**src/rtl/uart_recv.sv**
```systemverilog
// uart_recv: 8N1 UART receiver with a two-flop input synchronizer and mid-bit sampling.
// Emits one byte plus a one-cycle valid strobe, or a one-cycle frame-error strobe.
// Optional even-parity bit between the data and stop bits when UART_RX_PARITY_EN is defined.
module uart_recv #(
    parameter int D = 234,  // clock cycles per bit (>= 8)
    parameter int L = 8     // bit-period counter width, must hold D-1
) (
    input  logic       i_clk,
    input  logic       i_rst,
    input  logic       i_rx,
    output logic [7:0] o_data,
    output logic       o_valid,
    output logic       o_frame_err,
    output logic       o_parity_err,
    output logic       o_busy
);

    typedef enum logic [2:0] {
        S_IDLE,
        S_START,
        S_DATA,
        S_PARITY,
        S_STOP,
        S_BREAK
    } state_t;

    // Start bit is checked at its midpoint; every later bit is one full period on.
    localparam logic [L-1:0] HALF = L'(D / 2 - 1);
    localparam logic [L-1:0] LAST = L'(D - 1);

    logic         rx_meta_q, rx_s_q;
    state_t       state_q, state_d;
    logic [L-1:0] wait_q, wait_d;
    logic [2:0]   cnt_q, cnt_d;
    logic [7:0]   shift_q, shift_d;
    logic [7:0]   data_q, data_d;
    logic         valid_q, valid_d;
    logic         ferr_q, ferr_d;
`ifdef UART_RX_PARITY_EN
    logic         par_q, par_d;
    logic         perr_q, perr_d;
`endif

    // Two-flop synchronizer; resets to the idle (high) line level.
    always_ff @(posedge i_clk) begin
        if (i_rst) begin
            rx_meta_q <= 1'b1;
            rx_s_q    <= 1'b1;
        end else begin
            rx_meta_q <= i_rx;
            rx_s_q    <= rx_meta_q;
        end
    end

    // State, counters, shift register and registered output strobes.
    always_ff @(posedge i_clk) begin
        if (i_rst) begin
            state_q <= S_IDLE;
            wait_q  <= '0;
            cnt_q   <= '0;
            shift_q <= '0;
            data_q  <= '0;
            valid_q <= 1'b0;
            ferr_q  <= 1'b0;
`ifdef UART_RX_PARITY_EN
            par_q   <= 1'b0;
            perr_q  <= 1'b0;
`endif
        end else begin
            state_q <= state_d;
            wait_q  <= wait_d;
            cnt_q   <= cnt_d;
            shift_q <= shift_d;
            data_q  <= data_d;
            valid_q <= valid_d;
            ferr_q  <= ferr_d;
`ifdef UART_RX_PARITY_EN
            par_q   <= par_d;
            perr_q  <= perr_d;
`endif
        end
    end

    // Next-state logic: frame sequencing and mid-bit sampling of rx_s.
    always_comb begin
        state_d = state_q;
        wait_d  = wait_q;
        cnt_d   = cnt_q;
        shift_d = shift_q;
        data_d  = data_q;
        valid_d = 1'b0;
        ferr_d  = 1'b0;
`ifdef UART_RX_PARITY_EN
        par_d   = par_q;
        perr_d  = 1'b0;
`endif
        case (state_q)
            S_IDLE: begin
                wait_d = '0;
                if (!rx_s_q) state_d = S_START;
            end
            S_START: begin
                if (wait_q == HALF) begin
                    wait_d = '0;
                    cnt_d  = '0;
                    // A line that is high again at mid-start was only a glitch.
                    state_d = rx_s_q ? S_IDLE : S_DATA;
                end else begin
                    wait_d = wait_q + L'(1);
                end
            end
            S_DATA: begin
                if (wait_q == LAST) begin
                    wait_d  = '0;
                    shift_d = {rx_s_q, shift_q[7:1]};  // LSB arrives first
                    cnt_d   = cnt_q + 3'd1;
                    if (cnt_q == 3'd7) begin
`ifdef UART_RX_PARITY_EN
                        state_d = S_PARITY;
`else
                        state_d = S_STOP;
`endif
                    end
                end else begin
                    wait_d = wait_q + L'(1);
                end
            end
`ifdef UART_RX_PARITY_EN
            S_PARITY: begin
                if (wait_q == LAST) begin
                    wait_d  = '0;
                    par_d   = rx_s_q;
                    state_d = S_STOP;
                end else begin
                    wait_d = wait_q + L'(1);
                end
            end
`endif
            S_STOP: begin
                if (wait_q == LAST) begin
                    wait_d = '0;
                    if (rx_s_q) begin
                        // Leave at mid-stop so a start edge right after the stop bit is seen.
                        state_d = S_IDLE;
`ifdef UART_RX_PARITY_EN
                        if (^{shift_q, par_q}) begin
                            perr_d = 1'b1;
                        end else begin
                            valid_d = 1'b1;
                            data_d  = shift_q;
                        end
`else
                        valid_d = 1'b1;
                        data_d  = shift_q;
`endif
                    end else begin
                        // Bad stop wins over bad parity; park until the line recovers.
                        ferr_d  = 1'b1;
                        state_d = S_BREAK;
                    end
                end else begin
                    wait_d = wait_q + L'(1);
                end
            end
            S_BREAK: begin
                wait_d = '0;
                if (rx_s_q) state_d = S_IDLE;
            end
            default: begin
                state_d = S_IDLE;
                wait_d  = '0;
            end
        endcase
    end

    assign o_data      = data_q;
    assign o_valid     = valid_q;
    assign o_frame_err = ferr_q;
    assign o_busy      = (state_q != S_IDLE);
`ifdef UART_RX_PARITY_EN
    assign o_parity_err = perr_q;
`else
    assign o_parity_err = 1'b0;
`endif

endmodule

```
**config.mk**
```make
export PLATFORM = sky130hd
export DESIGN_NAME = uart_recv
export DESIGN_NICKNAME = d
export VERILOG_FILES = /design/src/rtl/uart_recv.sv
export SDC_FILE = /design/constraint.sdc
export NUM_CORES = 1
export LEC_CHECK = 0
export ABC_AREA = 1
export CORE_UTILIZATION = 63
export CTS_BUF_LIST = sky130_fd_sc_hd__clkbuf_8
export DETAILED_ROUTE_END_ITERATION = 10
export PLACE_DENSITY = 0.91
export SLEW_MARGIN = 20
export SYNTH_ARGS = -nofsm -noshare
export SYNTH_HDL_FRONTEND = slang
export SYNTH_SLANG_ARGS = --single-unit
export TNS_END_PERCENT = 20
```
**constraint.sdc**
```tcl
create_clock -name i_clk -period 2.2 [get_ports i_clk]
set_clock_uncertainty 0.1 [all_clocks]
set_input_delay 0.33 -clock i_clk [delete_from_list [all_inputs] [get_ports i_clk]]
set_output_delay 0.33 -clock i_clk [all_outputs]
set_load 0.05 [all_outputs]
```
# ---- Word-level counts from Yosys, hierarchy flattened
# Index checks and enable logic that the tools add are counted.
dict set report totals {
  reg_bits 34
  latchBits 0
  ram_bits 0
  romBits 0
  output_inout_bits 12
  wordCells 52
  memories 0
}
dict set report op_classes {
  addsub 2
  n_mul 0
  div_mod_pow 0
  n_lt_le_gt_ge 0
  eq_ne 13
  shift 0
  n_mux 17
  bitwise_logic 2
  reduce_logical 9
}
# cell count
set op_table {}
lappend op_table {{3-bit two-way mux} 9}
lappend op_table {{8-bit two-way mux} 2}
lappend op_table {{8-bit one-hot mux with 2 select lines} 1}
lappend op_table {{3-bit one-hot mux with 5 select lines} 1}
lappend op_table {{2-bit != test (second input constant)} 6}
lappend op_table {{3-bit == test (second input constant)} 3}
lappend op_table {{8-bit by 1-bit adder with 8-bit output (second input constant)} 1}
lappend op_table {{8-bit by 7-bit == test with 1-bit output (second input constant)} 1}
lappend op_table {{8-bit == test (second input constant)} 1}
lappend op_table {{3-bit one-hot mux with 2 select lines} 1}
lappend op_table {{3-bit AND reduction} 2}
lappend op_table {{6-bit AND reduction} 1}
lappend op_table {{3-bit by 1-bit adder with 3-bit output (second input constant)} 1}
lappend op_table {{3-bit by 1-bit == test with 1-bit output (second input constant)} 1}
lappend op_table {{3-bit by 2-bit == test with 1-bit output (second input constant)} 1}
lappend op_table {{3-bit logical NOT} 1}
lappend op_table {{3-bit nonzero test} 1}
lappend op_table {{3-bit OR reduction} 1}
lappend op_table {{1-bit two-way mux} 2}
lappend op_table {{2-bit two-way mux} 1}
lappend op_table {{1-bit inverter} 2}
lappend op_table {{2-bit AND reduction} 1}
lappend op_table {{2-bit nonzero test} 1}
lappend op_table {{2-bit OR reduction} 1}

# ---- Logic depth before layout (Yosys ltp)
# Gate-level depths: netlist of the first run.
dict set report logic_depth {
  depth_word 4
  ltp_mapped 10
}

# ---- Least setup slack after synthesis of the first run
# OpenSTA, ideal clock, no wires.
dict set report synth_timing {
  kind {reg2reg}
  startpoint {register wait_q[0]}
  endpoint {register data_q[5] (netlist: o_data[5])}
  t_arrival_ps 1280
  t_required_ps 2034
  path_slack_ps 754
  path_stages_with_launch 9
  cell_sequence {dfxtp_1 ha_1 nand2_1 nor2_2 nand2_2 nor2_4 buf_6 o21ai_1 a21oi_2}
}
dict set report synth_between {
  elab_chain_cells 2
}
# element line_no
set synth_lines {}
lappend synth_lines {{start: declaration} 33} ;# logic [L-1:0] wait_q, wait_d;
lappend synth_lines {{start signal: assignment} 71} ;# wait_q <= wait_d;
lappend synth_lines {{8-bit == test} 140} ;# if (wait_q == LAST) begin
lappend synth_lines {{3-bit AND reduction (no source line)} -}
lappend synth_lines {{end signal: assignment} 74} ;# data_q <= data_d;
lappend synth_lines {{end: declaration} 36} ;# logic [7:0] data_q, data_d;
# Every way passes these cells.
# A chain may end at the register's enable or synchronous reset.

# ---- Worst setup path in the final report of the first run
dict set report layout_timing {
  startpoint {register data_q[6] (netlist: o_data[6])}
  endpoint {output port o_data[6]}
}
# element line_no
set layout_rtl {}
lappend layout_rtl {{end: declaration} 11} ;# output logic [7:0] o_data,
# No word-level cell between the ends.

==> results of run 1 <==
## flip-flops by register name (all words and copies together) (netlist names)
signal       flops
rx_s_q           1
wait_q           8
rx_meta_q        1
o_valid          1
o_data           8
cnt_q            3
o_frame_err      1
state_q          3
shift_q          8
## layout make-up
type                       count  share of cell area, %
timing repair buffer          13                  7.260
sequential                    34                  38.72
clock inverter                 2                 0.7117
clock buffer                   6                  4.697
tap                           28                  1.993
multi-input combinational    123                  41.92
inverter                      22                  4.697
## logic make-up after synthesis
group | Yosys count | synth area share [%]
adders and majority gates | 5 | 4.062
AOI/OAI and AO/OA | 38 | 13.89
buffers and inverters | 28 | 7.960
xor gates and xnor gates | 6 | 3.412
DFF | 34 | 44.19
and+or+nand+nor | 73 | 26.24
other | 1 | 0.2435
## cells in the mapped netlist
master    count
dfxtp_1      34
nand2_1      21
inv_1        18
a21oi_1      17
nor2_1       17
o21ai_0      15
nor2_2       10
nand3_1       6
ha_1          5
inv_2         4
xor2_1        4
nand2_4       3
nand3_2       3
nand4_1       3
nor2_4        3
o21ai_1       3
a21oi_2       2
buf_2         2
buf_4         2
nand2_2       2
or2_2         2
xnor2_1       2
buf_6         1
clkbuf_1      1
conb_1        1
nor3_1        1
nor3_4        1
nor4_1        1
o211ai_4      1
## power by group through the flow
stage / Clock [mW] / Combinational [mW] / Sequential [mW]
2_1_floorplan: 0 / 0.524 / 0.712
3_3_place_gp: 0 / 0.604 / 0.719
3_5_place_dp: 0 / 0.637 / 0.723
4_1_cts: 0.485 / 0.637 / 0.709
5_1_grt: 0.507 / 0.710 / 0.715
6_report: 0.480 / 0.647 / 0.710
## metal layers
metal	vias up	global-route usage, %
met5	-	0
met2	27	41.77
li1	619	-
met3	9	8.333
met4	0	10.36
met1	576	35.74
## through the flow
| step | util (%) | total power, mW |
|---|---|---|
| floorplan | - | 1.237 |
| global placement | 73.75 | 1.323 |
| detailed placement | 73.75 | 1.360 |
| CTS | 77.97 | 1.831 |
| global route | 77.97 | 1.932 |
| finish | 77.97 | 1.837 |
## worst paths after layout
| path | to | slack [ns] | cells past startpoint |
|---|---|---|---|
| max reg2reg | o_data[0] | 0.39 | 7 |
| min reg2reg | rx_s_q | 0.31 | 1 |
| max | o_data[6] | 0.30 | 1 |
| min | rx_s_q | 0.31 | 1 |
==> metrics.txt, run 1 <==
Top Metal Used met4; Setup CP Type reg2out; top cell type's share of synthesized area 44.19%; met1 wire length 1373 um; layout cells sized above 1 20.00%; Pleak 0.6559 nW; Final Hold Viols 0; first-pass GRT wire length 5209 um; cell area after synthesis 0.001540 sq mm; Sw Pwr ~0.73 mW; DRC errors left 0; crit end category output port; switching share of power between 30 and 40%; Setup crit start kind flop; largest net degree at the start of global routing 22; Seq pwr share approximately two fifths; met2 WL approximately 1400 um; CTS clk-pin slew, worst paths roughly 0.070 ns; Clk pwr share 26.1%; Antenna Nets Post-Route 0; Synth area leader dfxtp_1; Slew Viols, Final 0; diode count 0; Worst Path Buf+Inv 1; Power Density 1045 mW/mm^2; design area 0.001758 sq mm; VDD IR-drop max 1.021 mV; Top Family by Delay on Critical Path buffers and inverters; maximum fanout along the worst path 2; cell-internal power 1.108 mW; Detailed Route Iter0 Violations 33; Total GRT Usage between 20% and 30%; hold path startpoint rx_meta_q; via count 1231; worst slack, placed approximately 0.32 ns; worst-margin pin slew 0.5582 ns; post-CTS setup buffer count 0; required time of the critical path 1.77 ns; residual overflow from global routing 0; Syn Inst Count ~190; flop and latch count out of synthesis 34; Critical Path Max Stage Delay 0.83 ns; GPL Wtd Cong 0.9089; total CTS buffers 5; Area growth syn-to-layout 14.14%; clk sinks 34; dpl cell area 0.001663 sq mm; # IOs 15; antenna violations before repair 0; r2r startpoint wait_q[0]; Max Fclk 525.9 MHz; placed cell count 220; HPWL after DPL between 2000 and 2500 um; Netlist cell types 29; Tmin final 1.901 ns; fin worst setup slack around 0.3 ns; MaxCap Viol Count 0; TritonCTS clock tree built; row count 17; hold_ws 0.3145 ns; crit path launch o_data[6]; post_cts resized 0; unrepaired setup endpoints after global routing no; Cell Chain, Critical Path clkdlybuf4s50_1; final net count between 200 and 250; die height 51.45 um; Starting Density between 60% and 70%; final wirelength 2993 um; Tcrit/Tclk final around 86%; Clk Latency, worst-skew pair 0.29 ns; syn_area_per_cell 8.326 sq um; vias per cell 5.399; Die X-Extent 51.45 um; die area 0.002647 sq mm; Pre-antenna DRT Iters 4; top post-synthesis cells by area dfxtp_1, a21oi_1, nand2_1, o21ai_0, inv_1; clk buf depth 2; Clock Tree Root clkbuf_8; combinational cell fraction of total power a little over a third; buffers added on ports 13; Hold WC Path Type reg2reg; met3 wire length 123 um; final setup TNS 0 ns; CP max-delay cell clkdlybuf4s50_1; H-Tree Depth 2; Worst Path Arrival 1.47 ns; syn_nets between 150 and 200; CTS Hold Bufs 0; most frequent cells in the layout dfxtp_1, nand2_1, inv_1, a21oi_1, nor2_1; most common library cell in the layout ignoring fill and taps dfxtp_1; FILL cells around 160; Synth Warn # 0; status completed; Multi-input gate area 737.0 sq um; Max-slew headroom 62.74%; register area share after synthesis 44.19%; core area between 0.002 and 0.0025 sq mm; register area 680.7 sq um; # setup viols final 0; Post-Layout Cell Count 228; Wirelength per Cell 13.13 um; vias in the first global route roughly 1.1k
No activity file was read; power rests on OpenSTA's default activity.
==> run 2: changes to the inputs <==
--- a/config.mk
+++ b/config.mk
@@ -6,10 +6,10 @@
 export NUM_CORES = 1
 export LEC_CHECK = 0
 export ABC_AREA = 1
-export CORE_UTILIZATION = 63
+export CORE_UTILIZATION = 58
 export CTS_BUF_LIST = sky130_fd_sc_hd__clkbuf_8
 export DETAILED_ROUTE_END_ITERATION = 10
-export PLACE_DENSITY = 0.91
+export PLACE_DENSITY = 0.85
 export SLEW_MARGIN = 20
 export SYNTH_ARGS = -nofsm -noshare
 export SYNTH_HDL_FRONTEND = slang
==> constraint.sdc (replaced) <==
create_clock -name i_clk -period 2.1 [get_ports i_clk]
set_clock_uncertainty 0.1 [all_clocks]
set_input_delay 0.315 -clock i_clk [delete_from_list [all_inputs] [get_ports i_clk]]
set_output_delay 0.315 -clock i_clk [all_outputs]
set_load 0.05 [all_outputs]
==> metrics.txt, run 2 (synthesized netlist as in run 1, its figures left out) <==
status completed; # setup viols final 0; cell-internal power approximately 1.3 mW; Seq pwr share a little under two fifths; antenna violations before repair 0; r2r setup slk 0.36 ns; H-Tree Depth 2; worst slack, placed between 0.3 and 0.4 ns; final net count 210; CP max-delay cell clkdlybuf4s50_1; Worst Path Buf+Inv 1; largest net degree at the start of global routing 21; core area 0.002500 sq mm; Setup CP Type reg2out; unrepaired setup endpoints after global routing no; TritonCTS clock tree built; Sw Pwr 0.7224 mW; Hold WC Path Type reg2reg; Total GRT Usage 22.76%; Top Family by Delay on Critical Path buffers and inverters; Power Density between 1000 and 1500 mW/mm^2; buffers added on ports 13; Tmin final 1.860 ns; die area 0.002865 sq mm; Clk pwr share 29.9%; fin worst setup slack 0.2396 ns; FILL cells 193; Final Hold Viols 0; total CTS buffers 5; clk sinks 34; Critical Path Max Stage Delay 0.82 ns; Max-slew headroom 65.68%; Setup crit start kind flop; Detailed Route Iter0 Violations 27; via count 1203; Tcrit/Tclk final 88.59%; die height 53.53 um; Finished Core Util 72.02%; clk buf depth 2; Pleak 0.6804 nW; Cell Chain, Critical Path clkdlybuf4s50_1; most frequent cells in the layout dfxtp_1, nand2_1, inv_1, a21oi_1, nor2_1; row count 18; post_cts resized 0; Slew Viols, Final 0; crit end category output port; Worst Path Arrival ~1.5 ns; vias per cell 5.185; CTS clk-pin slew, worst paths 0.06 ns; # IOs 15; DRC errors left 0; maximum fanout along the worst path 2; Pre-antenna DRT Iters 4; vias in the first global route approximately 1.1k; final setup TNS 0 ns; VDD IR-drop max 1.023 mV; CTS Hold Bufs 0; most common library cell in the layout ignoring fill and taps dfxtp_1; first-pass GRT wire length 4519 um; Starting Density 61.61%; Wirelength per Cell 12.44 um; Area growth syn-to-layout 16.90%; final wirelength 2885 um; Max Fclk 537.5 MHz; post-CTS setup buffer count 0; HPWL after DPL about 2100 um; diode count 0; Clk Latency, worst-skew pair between 0.2 and 0.3 ns; combinational cell fraction of total power 33.0%; Die X-Extent 53.53 um; required time of the critical path 1.68 ns; worst-margin pin slew 0.5132 ns; Antenna Nets Post-Route 0; residual overflow from global routing 0; layout cells sized above 1 20.79%; GPL Wtd Cong 0.7946; MaxCap Viol Count 0; Clock Tree Root clkbuf_8; switching share of power 36.06%
## run 2: cell types whose count changed in the layout (fill, tap and decap cells not counted), sizes merged
cell,before,now
clkinvlp,1,0
clkinv,1,0
buf,1,4
bufinv,0,1
## run 2: cell type report
type | count | area (sq um) | share of cell area (%)
inverters | 22 | 82.58 | 4.587
clock buffers | 6 | 82.58 | 4.587
flip-flops and latches | 34 | 680.7 | 37.80
well taps | 30 | 37.54 | 2.085
clock inverters | 1 | 30.03 | 1.668
repair buffers | 16 | 150.1 | 8.339
multi-input cells | 123 | 737.0 | 40.93
## run 2: path summary, 6_finish.rpt
kind	start	end	cells past startpoint
min	rx_meta_q	rx_s_q	1
min reg2reg	rx_meta_q	rx_s_q	1
max reg2reg	wait_q[0]	o_data[7]	7
max	o_data[3]	o_data[3]	1
## run 2: power groups by stage
stage	logic (mW)	registers (mW)	clock network (mW)
floorplan	0.549	0.746	0
global placement	0.634	0.754	0
detailed placement	0.665	0.758	0
CTS	0.667	0.744	0.605
global route	0.726	0.748	0.632
finish	0.660	0.743	0.600
## run 2: layer usage
layer | GRT usage (%) | vias up | part of all wire, %
met3 | 8.757 | 5 | 4.3
met5 | 0 | - | 0
li1 | - | 621 | -
met4 | 10.09 | 0 | 1.5
met2 | 38.13 | 20 | 49
met1 | 25.48 | 557 | 45
## run 2: per-stage QoR
step / std cells / hold slack [ns] / power, mW / instance area [sq um]
6_report: 232 / 0.3223 / 2.003 / 1800
5_1_grt: 232 / 0.3341 / 2.106 / 1800
4_1_cts: 232 / 0.3274 / 2.017 / 1800
3_5_place_dp: 225 / 0.2962 / 1.423 / 1688
3_3_place_gp: 225 / 0.2976 / 1.388 / 1688
2_1_floorplan: 185 / 0.2841 / 1.295 / 1540
